## config.mk

```make
export PLATFORM = sky130hd
export DESIGN_NAME = key_calc_ctrl
export DESIGN_NICKNAME = d
export VERILOG_FILES = /design/src/rtl/key_calc_ctrl.sv
export SDC_FILE = /design/constraint.sdc
export NUM_CORES = 1
export LEC_CHECK = 0
export ABC_CLOCK_PERIOD_IN_PS = 2900
export BUFFER_PORTS_ARGS = -buffer_cell sky130_fd_sc_hd__buf_2
export CAP_MARGIN = 0
export CORE_MARGIN = 10
export CORE_UTILIZATION = 41
export CTS_CLUSTER_SIZE = 16
export DETAILED_ROUTE_END_ITERATION = 8
export MAX_ROUTING_LAYER = met4
export PLACE_DENSITY = 0.74
export SYNTH_ARGS = -nofsm -noshare
export SYNTH_HDL_FRONTEND = slang
export SYNTH_SLANG_ARGS = --single-unit
export TNS_END_PERCENT = 1
```

## constraint.sdc

```tcl
create_clock -name clk -period 2.9 [get_ports clk]
set_input_delay 0.58 -clock clk [delete_from_list [all_inputs] [get_ports clk]]
set_output_delay 0.58 -clock clk [all_outputs]
set_load 0.01 [all_outputs]
```

## src/rtl/key_calc_ctrl.sv

```systemverilog
// Two-key operand entry and calculate controller for an external 4-bit adder.
// Keys are synchronized and debounced; the FSM acts on debounced falling edges.
module key_calc_ctrl #(
  parameter int DEB_CYCLES = 4
) (
  input  logic       clk,
  input  logic       rst,
  input  logic       show,
  input  logic       calc,
  input  logic [3:0] segdata,
  input  logic [3:0] sum_in,
  input  logic       cout_in,
  output logic [3:0] op_a,
  output logic [3:0] op_b,
  output logic [3:0] disp_hi,
  output logic [3:0] disp_lo,
  output logic [1:0] state,
  output logic       result_valid
);

  localparam int CW = $clog2(DEB_CYCLES);
  localparam logic [CW-1:0] CMAX = CW'(DEB_CYCLES - 1);

  typedef enum logic [1:0] {
    IDLE  = 2'b00,
    GOT_A = 2'b01,
    GOT_B = 2'b10,
    DONE  = 2'b11
  } state_t;

  state_t          st;
  logic [1:0]      keys;
  logic [1:0]      s1;
  logic [1:0]      s2;
  logic [1:0]      lvl;
  logic [1:0]      fall;
  logic [CW-1:0]   cnt [2];
  logic [3:0]      res_s;
  logic            res_c;

  // index 0 is show, index 1 is calc
  assign keys = {calc, show};

  always_comb begin
    fall = '0;
    for (int i = 0; i < 2; i++) begin
      fall[i] = lvl[i] & ~s2[i] & (cnt[i] == CMAX);
    end
  end

  always_ff @(posedge clk) begin
    if (rst) begin
      s1     <= '1;
      s2     <= '1;
      lvl    <= '1;
      cnt[0] <= '0;
      cnt[1] <= '0;
    end else begin
      s1 <= keys;
      s2 <= s1;
      for (int i = 0; i < 2; i++) begin
        if (s2[i] == lvl[i]) begin
          cnt[i] <= '0;
        end else if (cnt[i] == CMAX) begin
          lvl[i] <= ~lvl[i];
          cnt[i] <= '0;
        end else begin
          cnt[i] <= cnt[i] + 1'b1;
        end
      end
    end
  end

  always_ff @(posedge clk) begin
    if (rst) begin
      st    <= IDLE;
      op_a  <= '0;
      op_b  <= '0;
      res_s <= '0;
      res_c <= 1'b0;
    end else begin
      unique case (st)
        IDLE: begin
          if (fall[0]) begin
            op_a <= segdata;
            op_b <= '0;
            st   <= GOT_A;
          end
        end
        GOT_A: begin
          if (fall[0]) begin
            op_b <= segdata;
            st   <= GOT_B;
          end
        end
        GOT_B: begin
          // a simultaneous show press swallows the calc press
          if (fall[1] && !fall[0]) begin
            res_s <= sum_in;
            res_c <= cout_in;
            st    <= DONE;
          end
        end
        DONE: begin
          if (fall[0]) begin
            op_a <= segdata;
            op_b <= '0;
            st   <= GOT_A;
          end
        end
      endcase
    end
  end

  assign state        = st;
  assign result_valid = (st == DONE);

  always_comb begin
    disp_hi = '0;
    disp_lo = '0;
    unique case (st)
      IDLE: begin
        disp_hi = '0;
        disp_lo = '0;
      end
      GOT_A: begin
        disp_hi = op_a;
        disp_lo = '0;
      end
      GOT_B: begin
        disp_hi = op_a;
        disp_lo = op_b;
      end
      DONE: begin
        disp_hi = {3'b000, res_c};
        disp_lo = res_s;
      end
    endcase
  end

endmodule

```

==> summary.md, run 1 <==
| Metric | Value |
|---|---|
| Outcome | finished, final reports clean |
| Commonest cells after routing, fill and taps aside | 31 x buf_2, 21 x dfxtp_1, 17 x nor2_1, 13 x mux2i_1, 9 x ha_1 |
| Critical Path Start Type | register |
| Setup CP Type | reg2out |
| Pin count of the biggest net entering global routing | 27 |
| Synth Instances | between 100 and 150 |
| Clock power frac | 0.187 |
| WP buf/inv | 2 |
| CTS sink count | 25 |
| RSZ-0062 raised after global routing | false |
| Crit-path cells | inv_1 > ha_1 > nor2b_1 > and2_1 > buf_2 |
| Vias per inst | just under 5 |
| Seq/Total Area, Yosys | 0.465 |
| Slowest-stage cell, CP | dfxtp_1 |
| DR pass1 iterations | 4 |
| CTS tree | yes |
| # nets final | between 150 and 200 |
| Global-route wire length before repair | slightly above 4 mm |
| # Post-CTS Setup Buffers | 0 |
| Drt total wl | 2.50 mm |
| GP Congestion | 0.784 |
| CP peak stage delay | around 0.43 ns |
| Net Sw Power | a little under 300 uW |
| Design Area, Final | between 0.001 and 0.0015 mm2 |
| Fin. max-slew vios | 0 |
| Share of cells above drive strength 1 | 0.308 |
| CP top delay family | flip-flops |
| Setup crit end kind | output pin |
| Fillers | 267 |
| Iter 0 DRT Violations | 38 |
| Port bufs | 31 |
| Ant. Diodes | 0 |
| Initial antenna violation count | 0 |
| Area of the multi-input gates | a little under 600 um2 |
| Post-route ant nets | 0 |
| Yosys cell types | 26 |
| Via count | between 800 and 900 |
| Flop pwr share | 0.455 |
| PwrDens | around 640 mW/mm2 |
| Commonest non-fill, non-tap cell in the layout | buf_2 |
| Die height | roughly 73 um |
| IO Count | 32 |
| Layout Cells excl Fill | 174 |
| Worst Skew | ~0.0037 ns |
| Dpl cell area | 0.00135 mm2 |
| Leak pwr | slightly below 0.0007 uW |
| Final critical-path share of the clock period | 0.807 |
| H-tree levels | 1 |
| Clk_lat worst skew | ~0.33 ns |
| FF/Latch Area | between 500 and 600 um2 |
| Critical Path RT | between 2 and 2.5 ns |
| Mapped Area | 0.00116 mm2 |
| Hold bufs inserted after CTS | 0 |
| Overflow after GRT | 0 |
| WL/cell | between 10 and 15 um |
| Tmin final | 2.34 ns |
| IR drop worst, VDD | between 0.4 and 0.5 mV |
| Die area | 0.00536 mm2 |
| Yosys top cell area share | 0.362 |
| Die width | around 73 um |
| Starting Density | 0.425 |
| Finished Core Util | 0.503 |
| Remaining DRCs | 0 |
| Yosys top cell by area | dfxtp_1 |
| Root Driver | clkbuf_4 |
| CTS Buf Count | 3 |
| GRT Util Overall | 0.0963 |
| Synth warn | 0 |
| Area delta synth->final | 18.4% |
| CP max FO | 8 |
| Arr. time, crit path | around 1.8 ns |
| Worst-path clk slew | between 0.1 and 0.15 ns |
| Final Hold Vio Count | 0 |
| Max Cap Viol | 0 |
| Setup TNS | 0 ns |
| Core Area | between 0.002 and 0.003 mm2 |
| FP Rows | 19 |
| Synthesized area per cell | between 10 and 15 um2 |
| Comb power frac | 0.358 |
| Final setup vio count | 0 |
| Clk buf depth | 2 |
| Hold slack final | around 0.42 ns |
| Placed insts | 170 |
| Vias in the first global route | 953 |
| Largest cells by area after synthesis | dfxtp_1 36%, mux2i_1 11%, edfxtp_1 10%, ha_1 9.7%, nor2_1 5.5% |
| PostCTS Resize Cnt | 0 |
| Hold Crit Class | in2reg |
| Pint | 583 uW |
| Synth Register Bits | 25 |
| FMAX | approximately 430 MHz |
| Switch share | 0.338 |
## synthesized netlist by cell type
library cell / number
a22oi_1: 1
nand2b_2: 1
nand3_1: 1
nor2_1: 17
dfxtp_1: 21
conb_1: 1
mux2_4: 1
nand4_1: 1
nand2_1: 1
o21ba_4: 1
nor4b_1: 2
clkbuf_1: 3
nand2b_1: 2
a22o_1: 4
nor4_1: 2
or2_2: 5
nor2b_1: 3
xnor2_1: 2
buf_2: 2
edfxtp_1: 4
and2_1: 7
inv_1: 4
ha_1: 9
mux2i_1: 13
a21oi_4: 1
a211oi_1: 1
## registers in the layout (all words and copies together) (netlist names)
signal and count:
cnt 4, lvl 2, op_a 4, op_b 4
res_c 1, res_s 4, s1 2, s2 2
state 2
## cells by family (layout without fill, tap and decap cells)
family                     Yosys count  after routing  synth area share
and+or+nand+nor                     42             42             0.193
DFF                                 25             25             0.465
muxes                               14             14             0.125
adders and majority gates            9              9            0.0969
buffers and inverters                9             39            0.0312
AOI/OAI and AO/OA                    8              8            0.0711
xor gates and xnor gates             2              2            0.0151
other                                1              4           0.00323
## power by group through the flow
stage	clock network [uW]	registers [uW]	logic (uW)
6_report	165	401	315
5_1_grt	186	407	346
4_1_cts	170	403	318
3_5_place_dp	0	411	316
3_3_place_gp	0	406	307
2_1_floorplan	0	416	229
## routing by layer
layer  vias up  global-route usage  wire length (um)
li1        433                   -                 -
met1       398               0.104              1050
met2        23               0.166              1300
met3         4              0.0204               103
met4         0              0.0401                44
met5         -                   -                 0
## cell type report
type / count / share of cell area
inverter: 4 / 0.0109
timing repair buffer: 31 / 0.113
clock inverter: 1 / 0.00545
tap: 31 / 0.0282
sequential: 25 / 0.393
multi-input combinational: 79 / 0.434
clock buffer: 3 / 0.0164
## worst reg2reg max path: stages (launching register included)
cell and delay [ns]:
dfxtp_1 0.43, inv_1 0.11, ha_1 0.40, nand2b_2 0.12, a21oi_4 0.26, o21ba_4 0.20
mux2_4 0.29
## final timing paths
path / startpoint / endpoint / slack [ns] / cells past startpoint
worst max-delay path: state[0] / disp_hi[1] / 0.56 / 5
worst min-delay path: show / s1[0] / 0.42 / 2
worst max register to register: state[0] / state[0] / 1.00 / 6
worst min register to register: s1[0] / s2[0] / 0.43 / 1
## per-stage QoR
| step | setup slack [ns] | power [uW] |
|---|---|---|
| after floorplan | 1.09 | 646 |
| after global placement | 1.02 | 713 |
| after detailed placement | 0.924 | 726 |
| after CTS | 0.536 | 891 |
| after global routing | 0.407 | 939 |
| final | 0.559 | 882 |
Note: power is estimated with default switching activity, not from simulation.
==> run 2, diff against run 1 <==
ABC_CLOCK_PERIOD_IN_PS = 1910   (was 2900)
PLACE_DENSITY = 0.77   (was 0.74)
clock period = 1.91 ns   (was 2.9 ns; I/O delays follow)
==> summary.md, run 2 (same netlist as run 1, synthesis figures left out) <==
| Metric | Value |
|---|---|
| Core Area | ~0.0027 mm2 |
| Vias in the first global route | around 870 |
| Commonest non-fill, non-tap cell in the layout | buf_2 |
| Die height | 73.2 um |
| Worst path depth | 5 |
| Die area | approximately 0.0054 mm2 |
| Leak pwr | slightly above 0.0007 uW |
| Die width | ~73 um |
| Port bufs | 31 |
| Post-route ant nets | 0 |
| CTS Buf Count | 3 |
| Placed insts | 171 |
| FMAX | roughly 540 MHz |
| Root Driver | clkbuf_4 |
| Starting Density | 0.425 |
| Ant. Diodes | 0 |
| CP peak stage delay | between 0.3 and 0.4 ns |
| GP Congestion | about 0.73 |
| Final setup vio count | 0 |
| Share of cells above drive strength 1 | 0.374 |
| Iter 0 DRT Violations | 16 |
| CTS sink count | 25 |
| Crit-path cells | inv_2 > ha_4 > nor2b_4 > and2_1 > buf_2 |
| Worst-path clk slew | 0.13 ns |
| Detailed placement HPWL | about 1.9 mm |
| Hold Crit Class | in2reg |
| Slowest-stage cell, CP | dfxtp_2 |
| Total power | about 1500 uW |
| Overflow after GRT | 0 |
| CTS tree | yes |
| Hold Path Stages | 2 |
| Drt total wl | about 2.5 mm |
| Setup CP Type | reg2out |
| Critical Path Start Type | register |
| Arr. time, crit path | 1.47 ns |
| Setup crit end kind | output pin |
| Pin count of the biggest net entering global routing | 27 |
| Setup TNS | 0 ns |
| # nets final | 170 |
| Via count | between 800 and 900 |
| RSZ-0062 raised after global routing | true |
| Clk_lat worst skew | between 0.3 and 0.4 ns |
| WP buf/inv | 2 |
| Final Hold Vio Count | 0 |
| Finished Core Util | 0.524 |
| R2r worst-path depth | 5 |
| Area delta synth->final | 23.3% |
| FP Rows | 19 |
| WL/cell | approximately 14 um |
| CP max FO | 6 |
| Worst Skew | 0.00284 ns |
| CP top delay family | flip-flops |
| Global-route wire length before repair | 4.01 mm |
| Max Cap Viol | 0 |
| H-tree levels | 1 |
| Critical Path RT | about 1.5 ns |
| IO Count | 32 |
| Final critical-path share of the clock period | 0.971 |
| Initial antenna violation count | 0 |
| Clk buf depth | 2 |
| DR pass1 iterations | 5 |
| GRT Util Overall | 0.0960 |
| IR drop worst, VDD | about 0.70 mV |
| Remaining DRCs | 0 |
| Outcome | finished, final reports clean |
| Vias per inst | slightly below 5 |
| Fin. max-slew vios | 0 |
| Tmin final | 1.86 ns |
| PwrDens | ~1000 mW/mm2 |
| Commonest cells after routing, fill and taps aside | 31 x buf_2, 19 x dfxtp_1, 17 x nor2_1, 13 x mux2i_1, 7 x and2_1 |
| Layout Cells excl Fill | around 180 |
==> run 2: cell types whose count changed in the layout (fill, tap and decap cells not counted), sizes merged <==
cell      before  now
clkbuf         3    4
clkinvlp       1    0
buf           31   35
==> run 2: power by group <==
part           switching (uW)  internal, uW  leakage (uW)
logic                     289           338      0.000487
clock network             154          81.9     0.0000150
registers                32.5           583      0.000213
==> run 2: worst paths after layout <==
path	slack, ns	to	start
max	0.05	disp_hi[3]	state[1]
min	0.23	s1[1]	calc
max reg2reg	0.26	res_s[2]	cnt[0][0]
min reg2reg	0.43	s2[0]	s1[0]
==> run 2: area by class of cell <==
cell class / instances / area (um2)
Clock buffer: 4 / 26.3
Fill cell: 247 / 1300
Inverter: 4 / 15.0
Multi-Input combinational cell: 79 / 622
Tap cell: 31 / 38.8
Sequential cell: 25 / 546
Timing Repair Buffer: 35 / 185
==> run 2: timing repair <==
item | CTS | global route
hold buffers | 0 | 0
pin swaps | 0 | 1
gates cloned | 0 | 0
endpoints found under the setup margin | 8 | 8
resized for setup | 5 | 6
setup buffers | 0 | 3
==> run 2: per-layer routing <==
| layer | vias up | global-route usage | share of wire |
|---|---|---|---|
| met5 | - | - | 0 |
| met4 | 0 | 0.0591 | 0.013 |
| met3 | 3 | 0.0177 | 0.039 |
| met2 | 21 | 0.154 | 0.50 |
| li1 | 438 | - | - |
| met1 | 419 | 0.108 | 0.44 |
==> run 2: through the flow <==
| step | area [um2] | setup slack (ns) | hold WS, ns |
|---|---|---|---|
| floorplan | 1170 | 0.113 | 0.389 |
| global placement | 1350 | 0.225 | 0.395 |
| global route | 1430 | -0.0117 | 0.240 |
| CTS | 1400 | -0.0594 | 0.220 |
| detailed placement | 1350 | 0.128 | 0.400 |
| finish | 1430 | 0.0547 | 0.229 |
==> run 2: worst register-to-register path: cells and delay by family (launching register included) <==
kind / cells / cell delay [ns]
AND/OR/NAND/NOR: 3 / 0.61
flip-flops: 1 / 0.42
multiplexers: 1 / 0.27
adder cells (fa/ha/maj): 1 / 0.25
==> run 3, diff against run 2 <==
PLACE_DENSITY = 0.68   (was 0.77)
==> summary.md, run 3 (same netlist as run 1, synthesis figures left out) <==
| Metric | Value |
|---|---|
| IO Count | 32 |
| FP Rows | 19 |
| Overflow after GRT | 0 |
| Commonest non-fill, non-tap cell in the layout | buf_2 |
| Die area | 0.00536 mm2 |
| CTS sink count | 25 |
| Placed insts | 172 |
| Drt total wl | 2.42 mm |
| CTS Buf Count | 3 |
| Final Hold Vio Count | 0 |
| Max Cap Viol | 0 |
| Fin. max-slew vios | 0 |
| Setup TNS | 0 ns |
| PwrDens | ~1000 mW/mm2 |
| CTS tree | yes |
| Tmin final | 1.84 ns |
| Layout Cells excl Fill | ~180 |
| Core Area | between 0.002 and 0.003 mm2 |
| Die height | 73.2 um |
| Min-delay src | calc |
| Hold bufs inserted after CTS | 0 |
| CP startpoint | state[0] |
| Pin count of the biggest net entering global routing | 27 |
| Commonest cells after routing, fill and taps aside | 30 x buf_2, 19 x dfxtp_1, 17 x nor2_1, 13 x mux2i_1, 7 x ha_1 |
| Iter 0 DRT Violations | 27 |
| Initial antenna violation count | 0 |
| GP Congestion | 0.719 |
| Hold Crit Class | in2reg |
| Ant. Diodes | 0 |
| Starting Density | 0.425 |
| Final setup vio count | 0 |
| RSZ-0062 raised after global routing | true |
| R2r worst-path depth | 5 |
| DR pass1 iterations | 4 |
| Port bufs | 31 |
| Setup CP Type | reg2out |
| Worst Skew | between 0.0009 and 0.001 ns |
| Final critical-path share of the clock period | 0.961 |
| Area delta synth->final | 23.8% |
| Setup crit end kind | output pin |
| Finished Core Util | 0.526 |
| Root Driver | clkbuf_4 |
| Clk_lat worst skew | 0.31 ns |
| Outcome | finished, final reports clean |
| Reg2reg start | cnt[0][0] |
| Critical Path RT | around 1.5 ns |
| Fillers | between 200 and 300 |
| Detailed placement HPWL | ~1.9 mm |
| Worst-path clk slew | between 0.1 and 0.15 ns |
| WL/cell | around 14 um |
| R2R setup slack | ~0.32 ns |
| Post-route ant nets | 0 |
| Share of cells above drive strength 1 | 0.370 |
| Arr. time, crit path | around 1.5 ns |
| Critical Path Start Type | register |
| Vias per inst | 4.83 |
| CP max FO | 6 |
| Remaining DRCs | 0 |
| Leak pwr | just over 0.0007 uW |
| Vias in the first global route | 896 |
| IR drop worst, VDD | 0.873 mV |
| R2R Path End | state[0] |
| Clk buf depth | 2 |
| Via count | 855 |
| FMAX | 545 MHz |
| # nets final | 169 |
| Die width | 73.2 um |
| Global-route wire length before repair | 3.86 mm |
| GRT Util Overall | 0.0925 |
| Worst Setup EP | disp_hi[3] |
| H-tree levels | 1 |
==> run 3: area by class of cell <==
type / instances / area [um2] / area share
Clock buffer: 4 / 26.3 / 0.0183
Inverter: 4 / 20.0 / 0.0139
Multi-Input combinational cell: 79 / 622 / 0.432
Sequential cell: 25 / 548 / 0.381
Tap cell: 31 / 38.8 / 0.0270
Timing Repair Buffer: 34 / 184 / 0.128
==> run 3: timing repair <==
action | 4_1_cts | 5_1_grt
resized for setup | 8 | 7
pin swaps | 1 | 2
endpoints found under the setup margin | 8 | 5
setup buffers | 0 | 1
==> run 3: worst max-delay path: stages, from the launching register on <==
cell and delay, ns:
dfxtp_4 0.41, inv_4 0.05, ha_4 0.29, nor2b_4 0.15, and2_1 0.12, buf_2 0.12
==> run 3: power by group <==
group | total [uW] | internal [uW] | leakage, uW | switching, uW
combinational | 595 | 322 | 0.000486 | 273
clock | 239 | 81.7 | 0.0000150 | 158
sequential | 630 | 586 | 0.000213 | 43.3
==> run 3: worst min-delay path by stage <==
stage | to | depth (start not counted)
finish | s1[1] | 2
floorplan | s2[0] | 1
CTS | s1[1] | 2
global route | s1[1] | 2
detailed placement | s2[0] | 1
global placement | s2[1] | 1
==> run 3: per-layer routing <==
metal,wire length (um),track usage,vias to the layer above
met5,0,-,-
met4,53,0.0549,0
met3,96,0.0245,4
met2,1260,0.158,16
met1,1020,0.0922,398
li1,-,-,437
==> run 3: per-stage QoR <==
| stage | area (um2) | hold WS, ns | setup WS (ns) | total power [uW] |
|---|---|---|---|---|
| after global placement | 1360 | 0.392 | 0.225 | 1100 |
| after global routing | 1440 | 0.223 | -0.0104 | 1550 |
| after detailed placement | 1360 | 0.399 | 0.149 | 1120 |
| final | 1440 | 0.234 | 0.0738 | 1460 |
| after CTS | 1410 | 0.231 | 0.000570 | 1430 |
| after floorplan | 1170 | 0.389 | 0.113 | 980 |
